File: config.mk
export PLATFORM = sky130hd
export DESIGN_NAME = dmem_bridge
export DESIGN_NICKNAME = d
export VERILOG_FILES = /design/src/rtl/dmem_pkg.sv /design/src/rtl/mmio_regs.sv /design/src/rtl/dmem_bridge.sv
export SDC_FILE = /design/constraint.sdc
export NUM_CORES = 2
export LEC_CHECK = 0
export BUFFER_PORTS_ARGS = -buffer_cell sky130_fd_sc_hd__buf_4
export CORE_ASPECT_RATIO = 0.6
export CORE_UTILIZATION = 50
export CTS_BUF_LIST = sky130_fd_sc_hd__clkbuf_4 sky130_fd_sc_hd__clkbuf_8 sky130_fd_sc_hd__clkbuf_16
export DETAILED_ROUTE_END_ITERATION = 7
export GPL_ROUTABILITY_DRIVEN = 0
export PLACE_DENSITY = 0.75
export SLEW_MARGIN = 10
export SYNTH_ARGS = -nofsm -noshare
export SYNTH_HDL_FRONTEND = slang
export SYNTH_SLANG_ARGS = --single-unit
File: constraint.sdc
create_clock -name clk -period 3.46 [get_ports clk]
set_clock_uncertainty 0.2 [all_clocks]
set_input_delay 0 -clock clk [delete_from_list [all_inputs] [get_ports clk]]
set_output_delay 0 -clock clk [all_outputs]
set_load 0.02 [all_outputs]
File: src/rtl/dmem_pkg.sv
`default_nettype none
// ============================================================================
// Module      : dmem_pkg
// Description : Shared types and constants for the data-memory bridge:
//               FSM state encoding, MMIO register offsets and the poison
//               value returned on misaligned accesses.
// Revision    : 1.0 - initial release
// ============================================================================
package dmem_pkg;

   // Access sequencer states
   typedef enum logic [1:0] {
      IDLE = 2'd0,
      WAIT = 2'd1,
      DONE = 2'd2
   } dmem_state_t;

   // Byte offsets of the registers inside the MMIO window
   localparam logic [3:0] MMIO_OUT_OFS = 4'h0;
   localparam logic [3:0] MMIO_CYC_OFS = 4'h4;

   // Read data returned for a trapped (misaligned) access
   localparam logic [31:0] c_POISON = 32'hDEAD_BEEF;

endpackage : dmem_pkg
`default_nettype wire

File: src/rtl/mmio_regs.sv
`default_nettype none
// ============================================================================
// Module      : mmio_regs
// Description : MMIO register file of the data-memory bridge. Holds the
//               read/write OUT register, the free-running read-only CYC
//               counter and the read mux for the 16-byte MMIO window.
// Revision    : 1.0 - initial release
// ============================================================================
module mmio_regs
   import dmem_pkg::*;
(
   input  logic        clk,
   input  logic        reset,
   input  logic        sel_i,   // address lies inside the MMIO window
   input  logic [3:0]  ofs_i,   // byte offset inside the window
   input  logic        we_i,    // qualified store strobe
   input  logic [31:0] wd_i,
   output logic        hit_o,   // offset maps to an implemented register
   output logic [31:0] rd_o,
   output logic [31:0] out_o
);

   logic [31:0] out_q, out_d;
   logic [31:0] cyc_q, cyc_d;
   logic        w_hit_out;
   logic        w_hit_cyc;

   // Register select decode
   always_comb begin
      w_hit_out = sel_i & (ofs_i == MMIO_OUT_OFS);
      w_hit_cyc = sel_i & (ofs_i == MMIO_CYC_OFS);
      hit_o     = w_hit_out | w_hit_cyc;
   end

   // Next-state: OUT loads on a store, CYC always counts (writes ignored, wraps)
   always_comb begin
      out_d = out_q;
      if (we_i && w_hit_out) begin
         out_d = wd_i;
      end
      cyc_d = cyc_q + 32'd1;
   end

   // Register update
   always_ff @(posedge clk or posedge reset) begin
      if (reset) begin
         out_q <= '0;
         cyc_q <= '0;
      end else begin
         out_q <= out_d;
         cyc_q <= cyc_d;
      end
   end

   // Read mux; holes in the window read as zero
   always_comb begin
      rd_o = '0;
      if (w_hit_out) begin
         rd_o = out_q;
      end else if (w_hit_cyc) begin
         rd_o = cyc_q;
      end
   end

   assign out_o = out_q;

endmodule : mmio_regs
`default_nettype wire

File: src/rtl/dmem_bridge.sv
`default_nettype none
// ============================================================================
// Module      : dmem_bridge
// Description : Data-side memory stage for the MIPS core. Word-addressed RAM
//               with WAIT_CYCLES of access latency (combinational stall back
//               to the core), plus a small MMIO window (OUT register and a
//               free-running cycle counter).
//               Optional build macro DMEM_MISALIGN_TRAP_EN: accesses with
//               a[1:0] != 0 are trapped (no write, poison read data, sticky
//               err). Without it a[1:0] is ignored and err is tied low.
// Revision    : 1.0 - initial release
// ============================================================================
module dmem_bridge
   import dmem_pkg::*;
#(
   parameter int unsigned DEPTH       = 64,
   parameter int unsigned WAIT_CYCLES = 2,
   parameter logic [31:0] MMIO_BASE   = 32'hFFFF_0000
) (
   input  logic        clk,
   input  logic        reset,
   input  logic        we,
   input  logic        re,
   input  logic [31:0] a,
   input  logic [31:0] wd,
   output logic [31:0] rd,
   output logic        stall,
   output logic [31:0] mmio_out,
   output logic        err
);

   localparam int unsigned AW = (DEPTH > 1) ? $clog2(DEPTH) : 1;
   // The counter only ever holds values up to WAIT_CYCLES-1
   localparam int unsigned CW = (WAIT_CYCLES > 1) ? $clog2(WAIT_CYCLES) : 1;
   // 33 bits so that the RAM byte size never overflows the compare
   localparam logic [32:0] c_RAM_BYTES = 33'(DEPTH) * 33'd4;
   localparam bit          c_HAS_WAIT  = (WAIT_CYCLES > 0);

   dmem_state_t   state_q, state_d;
   logic [CW-1:0] cnt_q, cnt_d;

   logic          w_req;
   logic          w_is_ram;
   logic          w_is_mmio;
   logic          w_misaligned;
   logic          w_ram_req;
   logic          w_ram_we;
   logic          w_mmio_we;
   logic          w_mmio_hit;
   logic [31:0]   w_mmio_rd;
   logic [3:0]    w_ofs;
   logic [AW-1:0] w_idx;

   logic [31:0]   mem_q [DEPTH];

   // Request and address decode
   always_comb begin
      w_req     = we | re;
      w_is_ram  = ({1'b0, a} < c_RAM_BYTES);
      w_is_mmio = (a[31:4] == MMIO_BASE[31:4]);
      w_idx     = a[AW+1:2];
      // Byte lane bits never select a register; the window is word-granular
      w_ofs     = {a[3:2], 2'b00};
   end

`ifdef DMEM_MISALIGN_TRAP_EN
   logic err_q, err_d;

   assign w_misaligned = w_req & (a[1:0] != 2'b00);

   // Sticky error: once a misaligned request is seen it holds until reset
   always_comb begin
      err_d = err_q | w_misaligned;
   end

   // Error flag register
   always_ff @(posedge clk or posedge reset) begin
      if (reset) begin
         err_q <= 1'b0;
      end else begin
         err_q <= err_d;
      end
   end

   assign err = err_q;
`else
   logic w_unused_lsb;

   assign w_misaligned = 1'b0;
   assign w_unused_lsb = ^a[1:0];
   assign err          = 1'b0;
`endif

   assign w_ram_req = w_req & w_is_ram & ~w_misaligned;

   // Stall covers the IDLE and WAIT cycles of a RAM access; DONE is the
   // completion cycle. Forced low while reset is asserted.
   assign stall = w_ram_req & c_HAS_WAIT & (state_q != DONE) & ~reset;

   // A store commits only on the edge that ends the non-stalled cycle
   assign w_ram_we  = we & w_is_ram & ~w_misaligned & ~stall & ~reset;
   assign w_mmio_we = we & w_is_mmio & ~w_is_ram & ~w_misaligned;

   // Sequencer next-state. The counter tracks remaining stalled cycles after
   // the current one: the IDLE cycle is the first stalled cycle, so WAIT is
   // occupied WAIT_CYCLES-1 cycles and a single-cycle wait goes straight to
   // DONE.
   always_comb begin
      state_d = state_q;
      cnt_d   = cnt_q;
      unique case (state_q)
         IDLE: begin
            if (w_ram_req && c_HAS_WAIT) begin
               if (WAIT_CYCLES == 1) begin
                  state_d = DONE;
                  cnt_d   = '0;
               end else begin
                  state_d = WAIT;
                  cnt_d   = CW'(WAIT_CYCLES - 1);
               end
            end
         end
         WAIT: begin
            if (cnt_q <= CW'(1)) begin
               state_d = DONE;
               cnt_d   = '0;
            end else begin
               cnt_d   = cnt_q - CW'(1);
            end
         end
         DONE: begin
            state_d = IDLE;
         end
         default: begin
            state_d = IDLE;
            cnt_d   = '0;
         end
      endcase
   end

   // Sequencer state register
   always_ff @(posedge clk or posedge reset) begin
      if (reset) begin
         state_q <= IDLE;
         cnt_q   <= '0;
      end else begin
         state_q <= state_d;
         cnt_q   <= cnt_d;
      end
   end

   // RAM array write port (contents deliberately not reset)
   always_ff @(posedge clk) begin
      if (w_ram_we) begin
         mem_q[w_idx] <= wd;
      end
   end

   mmio_regs u_mmio_regs (
      .clk   (clk),
      .reset (reset),
      .sel_i (w_is_mmio & ~w_is_ram),
      .ofs_i (w_ofs),
      .we_i  (w_mmio_we),
      .wd_i  (wd),
      .hit_o (w_mmio_hit),
      .rd_o  (w_mmio_rd),
      .out_o (mmio_out)
   );

   // Read data mux; a write-with-read still returns the old contents
   always_comb begin
      rd = '0;
      if (w_misaligned) begin
         rd = c_POISON;
      end else if (w_is_ram) begin
         rd = mem_q[w_idx];
      end else if (w_mmio_hit) begin
         rd = w_mmio_rd;
      end
   end

endmodule : dmem_bridge
`default_nettype wire
=== Word-level counts from Yosys, hierarchy flattened ===
Memory sizes are Yosys's and may differ from the RTL's.
Cells that the tools add are included.

* Bits in writable memories: 2048
* Register bits: 67
* Word-level logic and storage cells: 50
* Input bits: 68
* Memory bits (read-only): 0
* Bits in latches: 0
* Memories: 1

{| class="wikitable"
|+ Memories
! name !! words !! bits a word !! read ports !! clocked after Yosys merged registers in !! write ports !! RTL line !! RTL
|-
| mem_q || 64 || 32 || 1 || 0 || 1 || dmem_bridge.sv:54 || <nowiki>logic [31:0] mem_q [DEPTH];</nowiki>
|}

* Multiply operators: 0
* Add/subtract/negate cells: 2
* Reductions and logical operators: 5
* Equal/unequal tests: 7
* $lt $le $gt $ge: 2
* Mux-type cells: 12
* Shifts and indexed selects: 0
* Div/mod/pow operators: 0
* Bitwise logic cells: 17

{| class="wikitable"
|+ Operators with widths
! kind !! number
|-
| 32-bit 2-to-1 mux || 4
|-
| 32-bit by 1-bit adder with 32-bit output, second input constant || 1
|-
| 32-bit by 9-bit < comparator with 1-bit output, second input constant || 1
|-
| 28-bit equality test, second input constant || 1
|-
| 1-bit bitwise AND || 11
|-
| 2-bit != test, second input constant || 3
|-
| 2-bit by 1-bit equality test with 1-bit output, second input constant || 2
|-
| 4-bit logical NOT || 1
|-
| 1-bit 2-to-1 mux || 4
|-
| 2-bit 2-to-1 mux || 2
|-
| 1-bit NOT || 4
|-
| 2-bit one-hot mux with 2 select lines || 1
|-
| 2-bit AND reduction || 2
|-
| 1-bit one-hot mux with 3 select lines || 1
|-
| 2-bit equality test, second input constant || 1
|-
| 2-bit logical NOT || 1
|-
| 1-bit bitwise OR || 2
|-
| 1-bit <= comparator, second input constant || 1
|-
| 1-bit logical AND || 1
|-
| 1-bit subtractor, second input constant || 1
|}

=== Logic depth before layout (Yosys ltp) ===
* Depth after elaboration: 9
* Gate-level depth with buffers: 12
* Gate-level depth less buffers: 7

=== Modules after synthesis ===
Synthesis repeated with hierarchy kept, for this count alone.

* Cell total of the unflattened synthesis: 4268
* Area, all modules: 81834.7 um2

{| class="wikitable"
|+ By module, submodules not included
! module !! seq. area each (um2) !! instances !! cells an instance !! area an instance (um2)
|-
| dmem_bridge || 61549.0 || 1 || 4003 || 78621.7
|-
| mmio_regs || 1601.5 || 1 || 265 || 3213.1
|}

=== Worst setup path before layout ===
Ideal clock, no wire load.

* Path type: input to register
* From: input reset
* To: memory mem_q[0][0] (enable)
* Setup slack: -652 ps
* Setup time: 421 ps
* Stages on the path: 5
* Data arrival time: 3491 ps
* Cells stage by stage: inv_1 -> and3_1 -> and3_1 -> nand2_1 -> nor2_1

* Longest elaborated chain between the ends: 7

{| class="wikitable"
|+ RTL lines
! what !! RTL line !! RTL
|-
| start: declaration || dmem_bridge.sv:21 || <nowiki>input logic reset,</nowiki>
|-
| 1-bit NOT * || dmem_bridge.sv:98, dmem_bridge.sv:101 ||
|-
| 1-bit bitwise AND || dmem_bridge.sv:98 || <nowiki>assign stall = w_ram_req & c_HAS_WAIT & (state_q != DONE) & ~reset;</nowiki>
|-
| 1-bit NOT || dmem_bridge.sv:101 || <nowiki>assign w_ram_we = we & w_is_ram & ~w_misaligned & ~stall & ~reset;</nowiki>
|-
| 1-bit bitwise AND || dmem_bridge.sv:101 ||
|-
| 1-bit bitwise AND * || dmem_bridge.sv:101 ||
|-
| 1-bit 2-to-1 mux * || dmem_bridge.sv:154 || <nowiki>if (w_ram_we) begin</nowiki>
|-
| 1-bit 2-to-1 mux (not written as such) * || dmem_bridge.sv:155 || <nowiki>mem_q[w_idx] <= wd;</nowiki>
|-
| end: declaration || dmem_bridge.sv:54 ||
|}

Mark *: on every way between the ends. The rest lies on a longest branch, timed or not.

=== Worst setup path in the final report ===
* From: memory mem_q[58][5]
* To: output rd[5]

* Longest elaborated chain between the ends: 2

{| class="wikitable"
|+ RTL lines
! what !! RTL line !! RTL
|-
| memory read 64 x 32 bit || n/a ||
|-
| 32-bit 2-to-1 mux || dmem_bridge.sv:176 || <nowiki>end else if (w_is_ram) begin</nowiki>
|-
| end: declaration || dmem_bridge.sv:26 || <nowiki>output logic [31:0] rd,</nowiki>
|}

No other way between the ends.

==> impl_metrics.tcl <==
set metrics [dict create \
    pin_count 134 \
    grt_pass1_wl_um 338900 \
    finalSetupViolations 0 \
    portBuffers 130 \
    insertion_delay_ps 820 \
    rsz0062_at_grt "false" \
    num_rows 114 \
    final_nets 4276 \
    nFillCells 11280 \
    root_buffer "clkbuf_16" \
    dieArea_mm2 0.1649 \
    hold_viol_final 0 \
    coreArea_mm2 0.1615 \
    cp.arrival_ps 3240 \
    final_common_cell "edfxtp_1" \
    grt_pass1_vias 43310 \
    status "complete, no violations" \
    dr.pass1.iters 6 \
    drc 0 \
    drt-total-wl_um 245000 \
    finalCriticalPeriod_ps 3438 \
    synth_edf_count 2048 \
    die_x_um 523.5 \
    fin_cells 6496 \
    placedInstanceArea_mm2 0.08782 \
    dp.cells 6115 \
    drtIter0Drc 7725 \
    synth_flop_cell "edfxtp_1" \
    slew_headroom_pct 12.05 \
    synth_cell_type_count 67 \
    start_util_pct 50.53 \
    p_leak_nw 30.37 \
    holdCritStartpoint "wd[6]" \
    final_area_mm2 0.09426 \
    vias 44100 \
    cp-startpoint "mem_q[58][5]$_DFFE_PP_" \
    clk_pin_slew_ps 70 \
    grt_usage_pct 30.00 \
    cts_tree "yes" \
    setup_tns_ps 0 \
    power_per_cell_area_mw_per_mm2 540.7 \
    overflow 0 \
    critPathRequiredTime_ps 3260 \
    postCtsSetupRepairBufs 0 \
    antenna_found_initial 17 \
    grt_start_max_net_pins 66 \
    final_cell_mix "edfxtp_1, mux4_2, buf_4" \
    ir_drop_mv 0.4819 \
    drive_gt1_share_pct 31.10 \
    clk_path_buf_depth 4 \
    wl_per_cell_um 37.72 \
    synth_cells 3726 \
    setup.worst_path.class "reg2out" \
    timing.fmax_mhz 290.9 \
    avgViaCountPerCell 6.789 \
    hpwl_um 148800 \
    final_util_pct 58.38 \
    cts_buffers 183 \
    die_h_um 314.9 \
    worstHoldPathType "in2reg" \
    fin_crit_sh_pct 99.37 \
    crit_path_max_fanout 1 \
    ys_ff_latch 2114 \
    async_reset_ff_share_pct 3.122 \
    tightest_slew_ps 1316 \
    synth-seq-area-share_pct 77.40 \
    slew_viol_final 0 \
    synth_area_mm2 0.08159 \
    r2r-start "state_q[1]$_DFFE_PP0P_" \
    area_delta_synth_final_pct 15.52 \
    cap_violations 0 \
    antenna_left 0 \
    endpoint_kind "output pin" \
    cp-start-kind "flop" \
    syn-mean-instance-area_um2 21.90 \
    cts_sinks 2114 \
    ys_warn_count 0 \
    htree_levels 4 \
    syn_nets 3795 \
]
-- layer usage --
metal / track usage (%) / routed length, µm / up-vias
met5: 0 / 36 / -
met1: 42.23 / 86780 / 22750
li1: - / - / 16720
met2: 42.11 / 103200 / 3993
met4: 10.75 / 10910 / 6
met3: 12.47 / 44060 / 631
-- cell type report --
type,count,area (µm²),share of cell area [%]
clock inverters,86,738.2,0.7832
flip-flops and latches,2114,63150,67.00
diodes,3,7.507,0.007965
repair buffers,497,4726,5.014
well taps,2146,2685,2.849
inverters,4,21.27,0.02257
clock buffers,239,5101,5.412
multi-input cells,1407,17830,18.91
-- synth_stat cells, types with 8 or more instances --
| cell type | number | area share, % |
|---|---|---|
| a21oi_1 | 55 | 0.34 |
| buf_6 | 28 | 0.39 |
| dfrtp_1 | 66 | 2.0 |
| nor2b_1 | 18 | 0.14 |
| buf_1 | 13 | 0.060 |
| buf_2 | 59 | 0.36 |
| nand3_1 | 34 | 0.21 |
| mux2_2 | 34 | 0.47 |
| mux2_1 | 30 | 0.41 |
| and3_1 | 9 | 0.069 |
| o22ai_1 | 58 | 0.44 |
| mux2i_1 | 121 | 1.5 |
| o31ai_1 | 8 | 0.074 |
| nand2_1 | 83 | 0.38 |
| mux4_2 | 485 | 13 |
| edfxtp_1 | 2048 | 75 |
| o22a_1 | 10 | 0.11 |
| a22o_1 | 29 | 0.31 |
| nand4_1 | 18 | 0.14 |
| xnor2_1 | 23 | 0.25 |
| a211oi_1 | 11 | 0.10 |
| nor2_1 | 125 | 0.58 |
| o221ai_1 | 13 | 0.14 |
| clkbuf_1 | 67 | 0.31 |
| o21ai_1 | 16 | 0.098 |
| a221oi_1 | 20 | 0.21 |
| a31oi_1 | 10 | 0.077 |
| buf_4 | 32 | 0.29 |
| o21ai_0 | 16 | 0.098 |
| a22oi_1 | 55 | 0.51 |
| nor3_1 | 22 | 0.13 |
| nor4_1 | 20 | 0.15 |
-- registers in the layout, summed over array words and instances, names as in the netlist --
signal,flops
u_mmio_regs.out_o,32
u_mmio_regs.cyc_q,32
state_q,2
mem_q,2048
-- power by group --
part | switching, W | internal, W
logic | 0.00155 | 0.000912
clock network | 0.00916 | 0.0113
registers | 0.0000000000196 | 0.0280
total | 0.0107 | 0.0403
-- cells by family after synthesis --
| logic type | share of synthesized area [%] |
|---|---|
| flip-flops | 77.40 |
| multiplexers | 15.76 |
| AND/OR/NAND/NOR | 2.228 |
| AO/OA/AOI/OAI | 2.820 |
| buffers and inverters | 1.454 |
| XOR/XNOR | 0.3220 |
| adder cells (fa/ha/maj) | 0.01533 |
| other | 0.004596 |
-- worst max-delay path, stage by stage (launching register included) --
cell and delay [ps]:
edfxtp_1 390, mux4_2 510, a32oi_1 320, nand3_1 250, nor3_1 580, o22ai_1 190, buf_4 190
-- stage by stage --
stage / power [W] / setup slack (ps) / hold slack (ps)
after global routing: 0.05202 / 13.58 / 65.78
after detailed placement: 0.03094 / 192.5 / -123.1
after CTS: 0.05094 / 3.735 / 31.41
after floorplan: 0.02984 / 522.5 / -111.3
after global placement: 0.03089 / 162.1 / -126.0
final: 0.05097 / 21.88 / 68.53
-- final timing paths --
kind	slack, ps	endpoint	depth (start not counted)
hold / removal	70	mem_q[10][6]$_DFFE_PP_	2
setup / recovery	20	rd[5]	6
min in group asynchronous	220	state_q[1]$_DFFE_PP0P_	5
hold reg to reg	280	state_q[1]$_DFFE_PP0P_	1
max in group asynchronous	1710	u_mmio_regs.out_o[28]$_DFFE_PP0P_	6
setup reg to reg	190	mem_q[53][14]$_DFFE_PP_	7
-- repair_timing --
action | 4_1_cts | 5_1_grt
pin swaps | 2 | 3
setup endpoints to repair | 3 | 7
cloned | 0 | 0
resized for setup | 4 | 6
hold buffers | 52 | 0
hold endpoints to repair | 2234 | 0
No activity file was read; power rests on OpenSTA's default activity.
